===== src/rtl/mips_pkg.sv =====
// Shared types and constants for the register-port sequencer: FSM states,
// MIPS opcodes of interest, register numbers and the latched decode record.
package mips_pkg;

  typedef enum logic [2:0] {
    IDLE    = 3'd0,
    RD_RS   = 3'd1,
    RD_RT   = 3'd2,
    OPS     = 3'd3,
    WAIT_WB = 3'd4,
    WR      = 3'd5
  } seq_state_t;

  localparam logic [5:0] OP_RTYPE = 6'h00;
  localparam logic [5:0] OP_SW    = 6'h2B;
  localparam logic [5:0] OP_BEQ   = 6'h04;
  localparam logic [5:0] OP_BNE   = 6'h05;

  localparam int REG_T0 = 8;
  localparam int REG_S0 = 16;
  localparam int REG_S7 = 23;

  // Everything the sequencer needs from one instruction, captured at accept.
  typedef struct packed {
    logic [4:0] rs;
    logic [4:0] rt;
    logic [4:0] dest;
    logic       has_wb;
    logic       rs_zero;
    logic       rs_err;
    logic       rt_zero;
    logic       rt_err;
    logic       dest_ok;
    logic       dest_err;
  } decode_t;

  function automatic logic is_no_wb_opcode(input logic [5:0] opcode);
    return (opcode == OP_SW) || (opcode == OP_BEQ) || (opcode == OP_BNE);
  endfunction

endpackage


===== src/rtl/reg_instr_decode.sv =====
// Combinational instruction decode: register fields, destination selection,
// write-back need and implemented-range checks for every register operand.
module reg_instr_decode
  import mips_pkg::*;
#(
  parameter int REG_LO   = REG_T0,
  parameter int REG_HI   = REG_S7,
  parameter int ZERO_REG = REG_S0
) (
  input  logic [31:0] instr,
  output decode_t     dec
);

  logic [5:0] w_opcode;
  logic [4:0] w_rs;
  logic [4:0] w_rt;
  logic [4:0] w_rd;
  logic [4:0] w_dest;
  logic       w_unused_low;

  function automatic logic in_range(input logic [4:0] a);
    return (int'(a) >= REG_LO) && (int'(a) <= REG_HI);
  endfunction

  // Register 0, the hard-wired zero register and unimplemented ones all read as 0.
  function automatic logic forced_zero(input logic [4:0] a);
    return (a == 5'd0) || (int'(a) == ZERO_REG) || !in_range(a);
  endfunction

  function automatic logic bad_addr(input logic [4:0] a);
    return (a != 5'd0) && !in_range(a);
  endfunction

  assign w_opcode     = instr[31:26];
  assign w_rs         = instr[25:21];
  assign w_rt         = instr[20:16];
  assign w_rd         = instr[15:11];
  assign w_dest       = (w_opcode == OP_RTYPE) ? w_rd : w_rt;
  assign w_unused_low = ^instr[10:0];

  always_comb begin
    dec          = '0;
    dec.rs       = w_rs;
    dec.rt       = w_rt;
    dec.dest     = w_dest;
    dec.has_wb   = !is_no_wb_opcode(w_opcode);
    dec.rs_zero  = forced_zero(w_rs);
    dec.rs_err   = bad_addr(w_rs);
    dec.rt_zero  = forced_zero(w_rt);
    dec.rt_err   = bad_addr(w_rt);
    dec.dest_ok  = !forced_zero(w_dest);
    dec.dest_err = bad_addr(w_dest);
  end

endmodule


===== src/rtl/reg_port_sequencer.sv =====
// Sole master of the single-port register file: reads rs then rt, hands both
// operands to execute, then writes the returned result to the destination.
module reg_port_sequencer
  import mips_pkg::*;
#(
  parameter int DATA_W   = 32,
  parameter int ADDR_W   = 5,
  parameter int REG_LO   = REG_T0,
  parameter int REG_HI   = REG_S7,
  parameter int ZERO_REG = REG_S0
) (
  input  logic              clk,
  input  logic              rst_n,
  input  logic [31:0]       instr,
  input  logic              instr_valid,
  output logic              instr_ready,
  output logic [DATA_W-1:0] op_a,
  output logic [DATA_W-1:0] op_b,
  output logic              op_valid,
  input  logic              op_ready,
  input  logic [DATA_W-1:0] wb_data,
  input  logic              wb_valid,
  output logic              wb_ready,
  output logic              reg_write,
  output logic [ADDR_W-1:0] reg_addr,
  output logic [DATA_W-1:0] reg_wdata,
  input  logic [DATA_W-1:0] reg_rdata,
  output logic              addr_err
);

  seq_state_t        r_state;
  seq_state_t        w_state_next;
  decode_t           w_dec;
  decode_t           r_dec;
  logic [DATA_W-1:0] r_op_a;
  logic [DATA_W-1:0] r_op_b;
  logic [DATA_W-1:0] r_wb_data;
  logic              w_accept;

  reg_instr_decode #(
    .REG_LO  (REG_LO),
    .REG_HI  (REG_HI),
    .ZERO_REG(ZERO_REG)
  ) u_decode (
    .instr(instr),
    .dec  (w_dec)
  );

  assign w_accept = (r_state == IDLE) && instr_valid;
  assign op_a     = r_op_a;
  assign op_b     = r_op_b;

  always_ff @(posedge clk or negedge rst_n) begin
    if (!rst_n) begin
      r_state <= IDLE;
    end else begin
      r_state <= w_state_next;
    end
  end

  // Operands are captured at the end of each read cycle and held until the next read.
  always_ff @(posedge clk or negedge rst_n) begin
    if (!rst_n) begin
      r_dec     <= '0;
      r_op_a    <= '0;
      r_op_b    <= '0;
      r_wb_data <= '0;
    end else begin
      if (w_accept) begin
        r_dec <= w_dec;
      end
      if (r_state == RD_RS) begin
        r_op_a <= r_dec.rs_zero ? '0 : reg_rdata;
      end
      if (r_state == RD_RT) begin
        r_op_b <= r_dec.rt_zero ? '0 : reg_rdata;
      end
      if ((r_state == WAIT_WB) && wb_valid) begin
        r_wb_data <= wb_data;
      end
    end
  end

  // Port outputs decode straight from the state so reset removes them immediately.
  always_comb begin
    w_state_next = r_state;
    instr_ready  = 1'b0;
    op_valid     = 1'b0;
    wb_ready     = 1'b0;
    reg_write    = 1'b0;
    reg_addr     = '0;
    reg_wdata    = '0;
    addr_err     = 1'b0;
    case (r_state)
      IDLE: begin
        instr_ready = 1'b1;
        if (instr_valid) begin
          w_state_next = RD_RS;
        end
      end
      RD_RS: begin
        reg_addr     = ADDR_W'(r_dec.rs);
        addr_err     = r_dec.rs_err;
        w_state_next = RD_RT;
      end
      RD_RT: begin
        reg_addr     = ADDR_W'(r_dec.rt);
        addr_err     = r_dec.rt_err;
        w_state_next = OPS;
      end
      OPS: begin
        op_valid = 1'b1;
        if (op_ready) begin
          w_state_next = r_dec.has_wb ? WAIT_WB : IDLE;
        end
      end
      WAIT_WB: begin
        wb_ready = 1'b1;
        if (wb_valid) begin
          w_state_next = WR;
        end
      end
      WR: begin
        reg_write    = r_dec.dest_ok;
        reg_addr     = ADDR_W'(r_dec.dest);
        reg_wdata    = r_wb_data;
        addr_err     = r_dec.dest_err;
        w_state_next = IDLE;
      end
      default: begin
        w_state_next = IDLE;
      end
    endcase
  end

endmodule


===== config.mk =====
export PLATFORM = sky130hd
export DESIGN_NAME = reg_port_sequencer
export DESIGN_NICKNAME = d
export VERILOG_FILES = /design/src/rtl/mips_pkg.sv /design/src/rtl/reg_instr_decode.sv /design/src/rtl/reg_port_sequencer.sv
export SDC_FILE = /design/constraint.sdc
export NUM_CORES = 1
export LEC_CHECK = 0
export ABC_AREA = 1
export CORE_ASPECT_RATIO = 0.75
export CORE_MARGIN = 5
export CORE_UTILIZATION = 48
export CTS_CLUSTER_DIAMETER = 80
export DETAILED_ROUTE_END_ITERATION = 8
export PLACE_DENSITY = 0.95
export SYNTH_ARGS = -nofsm -noshare
export SYNTH_HDL_FRONTEND = slang
export SYNTH_HIERARCHICAL = 1
export SYNTH_SLANG_ARGS = --single-unit
export TNS_END_PERCENT = 50

===== constraint.sdc =====
create_clock -name clk -period 3.52 [get_ports clk]
set_input_delay 0.88 -clock clk [delete_from_list [all_inputs] [get_ports clk]]
set_output_delay 0.88 -clock clk [all_outputs]
set_load 0.02 [all_outputs]

==> flow_summary.toml <==
[status]
run_status = "finished, final reports clean"

[die]
io_pins = 207
start_util_pct = 49.5
core_um2 = 11000
rows = 33
die_y_um = 102
dieArea_um2 = 13600
die_w_um = 133

[critical_path]
r2r_start = "r_state[0]"
cp_cell_sequence = "inv_2 > nor3_2 > buf_4 > nand2_1 > nand3_1 > clkdlybuf4s50_1"
slowest_stage = "clkdlybuf4s50_1"
critPathKind = "reg2out"
crit_required_ps = 2640
crit_fanout = 13
ff2ff_setup_slack_ps = 1110
max_stage_delay_ps = 600
start_kind = "flip-flop"
reg2regPathDepth = 6
arrival_ps = 2450
cp_top_family = "buffers and inverters"
crit_buf_inv = 3
cp-end-kind = "output port"
crit-reg2reg-capture = "op_a[8]"

[logic_synthesis]
ys_ff_latch = 121
ys.warnings.count = 6
synthCells = 682
synthesis.area_um2 = 5460
synth_area_per_cell_um2 = 8.00
ys_types = 20
syn_nets = 783
synth_seq_area_share_pct = 55.5

[finish]
fin_area_um2 = 8090
n_antenna_cell = 0
syn_to_final_growth_pct = 48.2
nets = 961
fillers = 745
drive_above_1_share_pct = 6.64
multiInputGateArea_um2 = 1970
ff_latch_area_um2 = 3030

[grt]
grtUsageMet3_pct = 9.30
grt-busiest-layer = "met2"
grt.overflow.total = 0
gr-usage-met2_pct = 42.0
met1_usage_pct = 30.1
grt_pass1_vias = 5350
grt_pass1_wl_mm = 26.6
antenna_found_initial = 0
grt_use_total_pct = 24.7
grt_start_max_net_pins = 71

[clocking]
clockBufferDepth = 2
cts_tree = "done"
postCtsSetupRepairBufs = 0
cts-hold-fix-buffers = 0
cts.sinks = 121
clk_pin_slew_ps = 50
root_buffer = "clkbuf_16"
htree_num_levels = 4
cts_inserted_buffers = 17
clkLatencyLatePin_ps = 400
cts_resized = 0

[timing]
fin_skew_ps = 11.3
setup_tns_ps = 0
tightest_slew_ps = 1170
min_period_ps = 3330
period_share_pct = 94.6
rsz0062_at_grt = "no"
fin_ws_ps = 192
slew_headroom_pct = 21.6
max_freq_mhz = 300
setup_viol = 0
hold_viol_final = 0
slew_violations = 0

[power]
p_int_uw = 4040
clkPwrFrac_pct = 28.9
p_seq_share_pct = 33.1
ir_drop_v = 0.000409
power.leakage_uw = 0.00413
cellPowerDensity_nw_per_um2 = 800
p_sw_share_pct = 37.5
p_sw_uw = 2430
pwr-share-comb_pct = 38.0

[drt]
drtAntennaViolNets = 0
wl_per_cell_um = 16.5
num_vias = 5326
wirelength_mm = 16.7
drt_pass1_iterations = 7
drc = 0
drtIter0Drc = 337
vias_per_cell = 5.26

[place]
routabilityCongestion = 0.843
dp_slack_ps = 639
port-buffer-count = 195
place_hpwl_mm = 11.3
post_dp_cell_area_um2 = 7450

[worst_hold_path]
holdCritStartpoint = "op_a[26]"
min_path_cells = 2
hp-class = "reg2reg"
hold-path-endpoint = "op_a[26]"

[job]
max-cap-violations = 0
[state kept, by name (all words and copies together), names as in the netlist]
register / cells
r_wb_data: 32
op_a: 32
r_dec: 22
op_b: 32
r_state: 3
[synthesized netlist by cell type, drive strengths merged]
library cell,count,share of area (%)
nor2,80,5.9
o31ai,1,0.14
nand4,10,1.1
buf,25,2.8
o21bai,1,0.14
o21ai,3,0.28
a21oi,33,3.0
nand2,221,15
nand3,95,8.9
clkbuf,20,1.4
inv,65,4.5
nor3,4,0.55
dfrtp,121,56
o21a,3,0.41
[power by group through the flow]
stage               Sequential, uW  Combinational, uW  Clock (uW)
floorplan                     2340               1160           0
global placement              2120               2380           0
detailed placement            2150               2450           0
CTS                           2140               2480        1890
global route                  2190               2690        1960
finish                        2140               2460        1870
[layout by cell type, fill, tap and decap left out, types with 2 or more instances in the layout]
cell type        count
a21oi_1             33
buf_4                9
bufinv_16            4
clkbuf_16           17
clkdlybuf4s50_1    194
clkinv_4             2
clkinvlp_4           3
dfrtp_1            121
inv_1               59
inv_2                6
inv_6                3
nand2_1            218
nand2_2              3
nand3_1             94
nand4_1             10
nor2_1              77
nor2_4               3
nor3_2               3
o21a_1               3
o21ai_0              3
[kinds of logic after synthesis]
family                 synth area share, %
and+or+nand+nor                       31.9
DFF                                   55.5
buffers and inverters                 8.60
AOI/OAI and AO/OA                     3.99
[worst max-delay path by stage]
stage | from | to | slack (ps) | depth (start not counted)
2_1_floorplan | r_state[0] | reg_wdata[10] | 1290 | 5
3_3_place_gp | r_state[0] | reg_addr[2] | 680 | 6
3_5_place_dp | r_state[0] | reg_addr[2] | 640 | 6
4_1_cts | r_state[0] | reg_addr[2] | 170 | 6
5_1_grt | r_state[0] | reg_addr[2] | 40 | 6
6_report | r_state[0] | reg_addr[2] | 190 | 6
[area by class of cell]
class	count	area share, %
clock buffer	19	5.48
clock inverter	13	2.37
multi-input combinational	451	24.4
tap	140	2.17
timing repair buffer	204	25.1
sequential	121	37.4
inverter	65	3.02
[through the flow]
| stage | utilization, % | std cells | total power, uW | hold slack, ps |
|---|---|---|---|---|
| floorplan | - | 682 | 3490 | 442 |
| global placement | 67.6 | 981 | 4500 | 454 |
| detailed placement | 67.6 | 981 | 4600 | 461 |
| CTS | 73.3 | 1013 | 6500 | 478 |
| global route | 73.3 | 1013 | 6840 | 495 |
| finish | 73.3 | 1013 | 6470 | 474 |
[layer usage]
layer  vias to the layer above  part of all wire [%]
met5                         -                     0
met3                        25                    11
met4                         0                   1.4
li1                       2486                     -
met2                       262                    48
met1                      2553                    40
[worst register-to-register path, delay by kind of cell, from the launching register on]
| kind | cells | cell delay, ps |
|---|---|---|
| buffers and inverters | 3 | 1030 |
| and+or+nand+nor | 3 | 740 |
| DFF | 1 | 510 |
Power figures use the tool's default switching activity.
